## config.mk

```make
export PLATFORM = sky130hd
export DESIGN_NAME = gpr_file
export DESIGN_NICKNAME = d
export VERILOG_FILES = /design/src/rtl/gpr_pkg.sv /design/src/rtl/gpr_read_port.sv /design/src/rtl/gpr_file.sv
export SDC_FILE = /design/constraint.sdc
export NUM_CORES = 1
export LEC_CHECK = 0
export CAP_MARGIN = 20
export CORE_UTILIZATION = 28
export DETAILED_ROUTE_END_ITERATION = 6
export PLACE_DENSITY = 0.49
export SETUP_SLACK_MARGIN = 0.4
export SLEW_MARGIN = 20
export SYNTH_ARGS = -nofsm -noshare
export SYNTH_HDL_FRONTEND = slang
export SYNTH_SLANG_ARGS = --single-unit
```

## constraint.sdc

```tcl
create_clock -name clk -period 1.3 [get_ports clk]
set_input_delay 0.195 -clock clk [delete_from_list [all_inputs] [get_ports clk]]
set_output_delay 0.195 -clock clk [all_outputs]
set_load 0.005 [all_outputs]
```

## src/rtl/gpr_pkg.sv

```systemverilog
// Shared definitions for the general-purpose register file: default sizing,
// select-width helper, register names for control decode, read-port indices.
package gpr_pkg;

    localparam int GPR_WIDTH_DEF    = 8;
    localparam int GPR_NUM_REGS_DEF = 4;

    // Register index constants used by the decode/control stage
    localparam int REG_A = 0;
    localparam int REG_B = 1;
    localparam int REG_C = 2;
    localparam int REG_D = 3;

    // Read ports in packed-array order
    typedef enum int {
        PORT_MAIN = 0,
        PORT_LHS  = 1,
        PORT_RHS  = 2
    } port_e;

    localparam int NUM_PORTS = 3;

    // Select width: clog2(n), never less than one bit
    function automatic int gpr_selw(input int n);
        return (n <= 2) ? 1 : $clog2(n);
    endfunction

endpackage

```

## src/rtl/gpr_read_port.sv

```systemverilog
// One registered read port of the GPR file: range check, select decode,
// optional write-through forwarding (GPR_BYPASS_EN), output register and
// this port's contribution to the hazard flag.
module gpr_read_port
    import gpr_pkg::*;
#(
    parameter int WIDTH    = GPR_WIDTH_DEF,
    parameter int NUM_REGS = GPR_NUM_REGS_DEF,
    parameter int SELW     = gpr_selw(NUM_REGS)
) (
    input  logic                           clk,
    input  logic                           rst,
    input  logic                           en,
    input  logic [SELW-1:0]                sel,
    input  logic [NUM_REGS-1:0][WIDTH-1:0] regs,
    input  logic [NUM_REGS-1:0]            pending,
    input  logic                           wr_en,
    input  logic [SELW-1:0]                wr_sel,
    input  logic [WIDTH-1:0]               wr_data,
    output logic [WIDTH-1:0]               data,
    output logic                           haz
);

    logic             in_range;
    logic             pend_hit;
    logic             fwd;
    logic [WIDTH-1:0] rd_val;
    logic [WIDTH-1:0] nxt;

    assign in_range = int'(sel) < NUM_REGS;

    // Decode the selected register; out-of-range selects read as zero and never hazard
    always_comb begin
        rd_val   = '0;
        pend_hit = 1'b0;
        if (in_range) begin
            rd_val   = regs[sel];
            pend_hit = pending[sel];
        end
    end

`ifdef GPR_BYPASS_EN
    // Same-cycle write to the register being read is forwarded, so it is not a hazard
    assign fwd = wr_en && (wr_sel == sel) && in_range;
    assign nxt = fwd ? wr_data : rd_val;
`else
    logic unused_wr;
    assign unused_wr = ^{wr_en, wr_sel, wr_data};
    assign fwd       = 1'b0;
    assign nxt       = rd_val;
`endif

    assign haz = en && pend_hit && !fwd;

    // Output register: load on enable, hold otherwise
    always_ff @(posedge clk) begin
        if (rst)
            data <= '0;
        else if (en)
            data <= nxt;
    end

endmodule

```

## src/rtl/gpr_file.sv

```systemverilog
// Parametrised general-purpose register file: NUM_REGS x WIDTH registers,
// three registered read ports (main/lhs/rhs), one write port and a pending-write
// scoreboard that reports read-after-write hazards. Define GPR_BYPASS_EN to
// enable same-cycle write-through forwarding on the read ports.
module gpr_file
    import gpr_pkg::*;
#(
    parameter int WIDTH    = GPR_WIDTH_DEF,
    parameter int NUM_REGS = GPR_NUM_REGS_DEF,
    parameter int SELW     = gpr_selw(NUM_REGS)
) (
    input  logic                clk,
    input  logic                rst,
    input  logic                wr_en,
    input  logic [SELW-1:0]     wr_sel,
    input  logic [WIDTH-1:0]    wr_data,
    input  logic                main_en,
    input  logic [SELW-1:0]     main_sel,
    output logic [WIDTH-1:0]    main_data,
    output logic                main_oe,
    input  logic                lhs_en,
    input  logic [SELW-1:0]     lhs_sel,
    output logic [WIDTH-1:0]    lhs_data,
    input  logic                rhs_en,
    input  logic [SELW-1:0]     rhs_sel,
    output logic [WIDTH-1:0]    rhs_data,
    input  logic                rsv_en,
    input  logic [SELW-1:0]     rsv_sel,
    output logic [NUM_REGS-1:0] pending,
    output logic                hazard
);

    logic [NUM_REGS-1:0][WIDTH-1:0]  regs;
    logic                            wr_ok;
    logic                            rsv_ok;
    logic [NUM_PORTS-1:0]            rd_en;
    logic [NUM_PORTS-1:0][SELW-1:0]  rd_sel;
    logic [NUM_PORTS-1:0][WIDTH-1:0] rd_data;
    logic [NUM_PORTS-1:0]            rd_haz;

    assign wr_ok  = wr_en  && (int'(wr_sel)  < NUM_REGS);
    assign rsv_ok = rsv_en && (int'(rsv_sel) < NUM_REGS);

    // Register array, scoreboard and main-bus enable; reserve is applied last so it wins
    always_ff @(posedge clk) begin
        if (rst) begin
            regs    <= '0;
            pending <= '0;
            main_oe <= 1'b0;
        end else begin
            if (wr_ok) begin
                regs[wr_sel]    <= wr_data;
                pending[wr_sel] <= 1'b0;
            end
            if (rsv_ok)
                pending[rsv_sel] <= 1'b1;
            main_oe <= main_en;
        end
    end

    assign rd_en  = {rhs_en, lhs_en, main_en};
    assign rd_sel = {rhs_sel, lhs_sel, main_sel};

    for (genvar p = 0; p < NUM_PORTS; p++) begin : g_port
        gpr_read_port #(
            .WIDTH    (WIDTH),
            .NUM_REGS (NUM_REGS),
            .SELW     (SELW)
        ) u_port (
            .clk     (clk),
            .rst     (rst),
            .en      (rd_en[p]),
            .sel     (rd_sel[p]),
            .regs    (regs),
            .pending (pending),
            .wr_en   (wr_en),
            .wr_sel  (wr_sel),
            .wr_data (wr_data),
            .data    (rd_data[p]),
            .haz     (rd_haz[p])
        );
    end

    assign main_data = rd_data[PORT_MAIN];
    assign lhs_data  = rd_data[PORT_LHS];
    assign rhs_data  = rd_data[PORT_RHS];
    assign hazard    = |rd_haz;

endmodule

```

**Word level (Yosys, flattened, before mapping)**

Index checks and enable logic that the tools add are counted.

- Magnitude comparators: 7
- Muxes and demuxes: 22
- Bitwise logic cells: 3
- Reductions and logical operators: 6

Operator list:

| cell | count |
|---|---|
| 8-bit binary-select mux with 2-bit select | 3 |
| 32-bit bitwise mux | 1 |
| 8-bit 2-to-1 mux | 4 |
| 8-bit demux with 2-bit select | 1 |
| 2-bit by 3-bit less-than comparator with 1-bit output (second input constant) | 5 |
| 4-bit 2-to-1 mux | 3 |
| 1-bit binary-select mux with 2-bit select | 3 |
| 1-bit logical AND | 5 |
| 1-bit 2-to-1 mux | 5 |
| 4-bit bitwise AND | 1 |
| 1-bit demux with 2-bit select | 2 |
| 2-bit by 1-bit greater-or-equal comparator with 1-bit output (second input constant) | 2 |
| 4-bit inverter | 1 |
| 4-bit bitwise OR | 1 |
| 3-bit OR reduction | 1 |

- Bits in registers: 61
- Input port bits: 25
- Output and inout port bits: 30
- Logic and storage cells: 47

**Longest topological paths before layout**

- Word-level depth: 10
- Depth in mapped cells: 4
- Mapped depth without buffers: 3

**Modules after synthesis**

From an unflattened synthesis, not the netlist that was laid out.

- Cell total of the unflattened synthesis: 278
- Area, all modules: 3119.2 sq um

By module, submodules not included:

| module | instances | cells each | area an instance (sq um) | seq. area each (sq um) |
|---|---|---|---|---|
| gpr_read_port | 3 | 48 | 545.5 | 160.2 |
| gpr_file | 1 | 134 | 1482.7 | 740.7 |

**Worst setup path before layout**

Ideal clock, no wire load.

- Kind: input -> output
- Start: input lhs_sel[0]
- End: output hazard
- Arrival: 1.002 ns
- Data required time: 1.105 ns
- Slack: 0.103 ns
- Stages: 4
- Buffers on the path: 1
- Path through: buf_6 mux4_2 nand2_1 nand4_1

- Word-level cells in the longest chain between the ends: 4

Ends and longest elaborated chain:

| what | line | RTL |
|---|---|---|
| start: declaration | gpr_file.sv:22 | `input logic [SELW-1:0] lhs_sel,` |
| 1-bit binary-select mux with 2-bit select | gpr_read_port.sv:38 | `pend_hit = pending[sel];` |
| 1-bit 2-to-1 mux (implied by the code) | gpr_read_port.sv:38 |  |
| 1-bit logical AND | gpr_read_port.sv:53 | `assign haz = en && pend_hit && !fwd;` |
| 3-bit OR reduction | gpr_file.sv:87 | `assign hazard = \|rd_haz;` |
| end: declaration | gpr_file.sv:30 | `output logic hazard` |

Every way passes these cells. The select of a mux whose other input is x is not followed.

**Worst setup path in the final report**

- Start: register pending[3]
- End: output hazard

- Word-level cells in the longest chain between the ends: 4

Ends and longest elaborated chain:

| what | line | RTL |
|---|---|---|
| start: declaration | gpr_file.sv:29 | `output logic [NUM_REGS-1:0] pending,` |
| start signal: assignment | gpr_file.sv:48 | `pending <= '0;` |
| start signal: indexed assignment | gpr_file.sv:53 | `pending[wr_sel] <= 1'b0;` |
| start signal: indexed assignment | gpr_file.sv:56 | `pending[rsv_sel] <= 1'b1;` |
| 1-bit binary-select mux with 2-bit select | gpr_read_port.sv:38 |  |
| 1-bit 2-to-1 mux (implied by the code) | gpr_read_port.sv:38 |  |
| 1-bit logical AND | gpr_read_port.sv:53 |  |
| 3-bit OR reduction (*) | gpr_file.sv:87 |  |

Every way passes the cells marked *; elsewhere a longest branch is shown, timed or not. The select of a mux whose other input is x is not followed.

==> impl_results.md <==
* Status: finished with violations
* Failing checks: setup timing
* Post-synth ARST share at 0
* FF+latch count, synth at 61
* Period Utilization, post-route at 1.26
* CTS tree: done
* RSZ-0062 raised after global routing: true
* Total power at 4.25 mW
* First-pass GRT wire length at 11.9 mm
* Drt wl/cell at 16.3 µm
* Ys flop type: dfxtp_1
* IO Port Bufs at 54
* Final hold viol count at 0
* Share of cells above drive strength 1 at 0.490
* Crit path DAT at 1.44 ns
* Synth top area cells: dfxtp_1 43%, mux4_2 21%, mux2i_1 17%
* Vias in the first global route at 2,212
* Setup violations, final at 1
* DPL Wire Length at 5.21 mm
* DR iter-0 viols at 62
* Core area at 9770 µm²
* Cell taking the most area after synthesis: dfxtp_1
* GRT Residual Overflow at 0
* Starting density of the core at 0.290
* Die width at 103 µm
* Clock skew at 0.00699 ns
* Worst Hold Class: in2reg
* Initial DRT Pass Iterations at 6
* Antenna cells at 0
* Synth Net Count at 277
* Later-pin clock latency in the skew report at 0.34 ns
* Fin area at 4000 µm²
* CTS Root Cell: clkbuf_8
* Final wirelength at 7.65 mm
* Final #Nets at 356
* Final Slew Violations at 0
* Number of H-tree levels at 3
* Die area at 10,500 µm²
* Nature of the critical path endpoint: primary output
* Post-Syn Area at 2840 µm²
* Via count at 2,176
* Global Route Usage Sum at 0.158
* DRC Markers at 0
* Max Cap Violations at 0
* WS Path Type: reg2out
* PwrDens at 1060 nW/µm²
* Post-layout util at 0.409
* Slew margin rel. at 0.831
* Num rows at 36
* Dpl cells at 442
* Finished Layout Cells at 468
* Largest net degree at the start of global routing at 44
* I/O pins at 55
* Clock sink total at 61
* CTS max path bufs at 2
* Synth Area per Inst at 11.3 µm²
* Fmax at 0.612 GHz
* Element type at the critical path start: flip-flop
* Req. time, crit path at 1.11 ns
* CTS Buf Count at 9
* Hold_ws at 0.192 ns
* Post-synth top cells: 61 x dfxtp_1, 50 x nor2_1, 48 x mux2i_1
* Synth Instances at 252
* Reg clk slew, reported paths at 0.07 ns
* Worst-margin pin slew at 0.254 ns
* Synth cell types at 21
* Antenna violations before repair at 0
* Max VDD drop at 0.663 mV
* Placed Instance Area at 3670 µm²
* Vias per cell at 4.65
* Minimum clock period after layout at 1.63 ns
* Synth top area share at 0.431
* Critical path peak fanout at 3
* Synth warn at 0
* Gpl congestion at 0.771
* Setup ws final at -0.335 ns
* Post-synth EDFFs at 0
* Layout area overhead at 41.2%
* Routed Antenna Nets at 0
* Number of fill cells at 963
* Pleak at 1.75 nW
* Most frequent cell after synthesis: dfxtp_1
* Seq/Total Area, Yosys at 0.431
* Die Y-Extent at 103 µm
[stage by stage]
step | setup TNS [ns] | setup WS, ns
after global placement | -16.79 | -0.824
after floorplan | 0 | 0.148
final | -0.335 | -0.335
after CTS | -0.359 | -0.359
after global routing | -0.423 | -0.423
after detailed placement | -17.57 | -0.830
[logic make-up after synthesis]
kind of cell	synth area share
mux	0.384
compound gates	0.0238
buf+inv	0.0437
simple gates	0.118
flops	0.431
[critical path: stages (launching register included)]
cell and delay (ns):
dfxtp_2 0.34, mux4_2 0.46, nand2_1 0.07, nand4_1 0.10, buf_2 0.14
[repair_timing]
action / CTS / global route
cloned: 2 / 0
pin swaps: 1 / 3
hold buffers: 0 / 0
endpoints found under the setup margin: 90 / 80
buffers inserted: 8 / 1
gates resized for setup: 194 / 25
[final timing paths]
path	startpoint	to	slack (ns)	cells past startpoint
max reg2reg	regs[1]	g_port[1].u_port.data[1]	0.16	3
max	pending[3]	hazard	-0.33	4
min reg2reg	regs[26]	regs[26]	0.47	2
min	rst	g_port[1].u_port.data[6]	0.19	2
[area by class of cell]
type / instances / area [µm²] / area share
sequential: 61 / 1290 / 0.322
clock buffer: 14 / 163 / 0.0406
timing repair buffer: 88 / 838 / 0.209
inverter: 2 / 7.51 / 0.00188
tap: 133 / 166 / 0.0416
multi-input combinational: 169 / 1510 / 0.377
clock inverter: 1 / 30.0 / 0.00750
[where the power goes]
| part | switching, mW | internal [mW] | leakage, nW |
|---|---|---|---|
| combinational | 0.252 | 0.329 | 1.13 |
| sequential | 0.0454 | 1.93 | 0.520 |
| clock | 0.708 | 0.983 | 0.0968 |
[cell usage in the layout (no fill, tap or decap), types with 2 or more instances in the layout]
cell / count
dfxtp_2: 51
clkbuf_8: 11
buf_2: 24
clkdlybuf4s50_1: 14
buf_6: 19
dfxtp_1: 9
mux4_2: 26
buf_4: 17
a21oi_1: 10
clkbuf_1: 3
mux2i_1: 48
nor2_1: 50
nand3b_1: 3
buf_12: 6
nand3_1: 4
nand2_1: 19
inv_1: 2
mux2_2: 2
dlygate4sd2_1: 3
[state kept, by name (all words and copies together), names as in the netlist]
name and cells:
regs 32, g_port.u_port.data 24, pending 4, main_oe 1
[routing by layer]
layer  routed length [µm]  part of all wire  GRT usage
met2                 3900              0.51      0.282
met4                   84             0.011     0.0495
met3                  279             0.036     0.0393
met1                 3390              0.44      0.186
met5                    0                 0          0
Note: power is estimated with default switching activity, not from simulation.
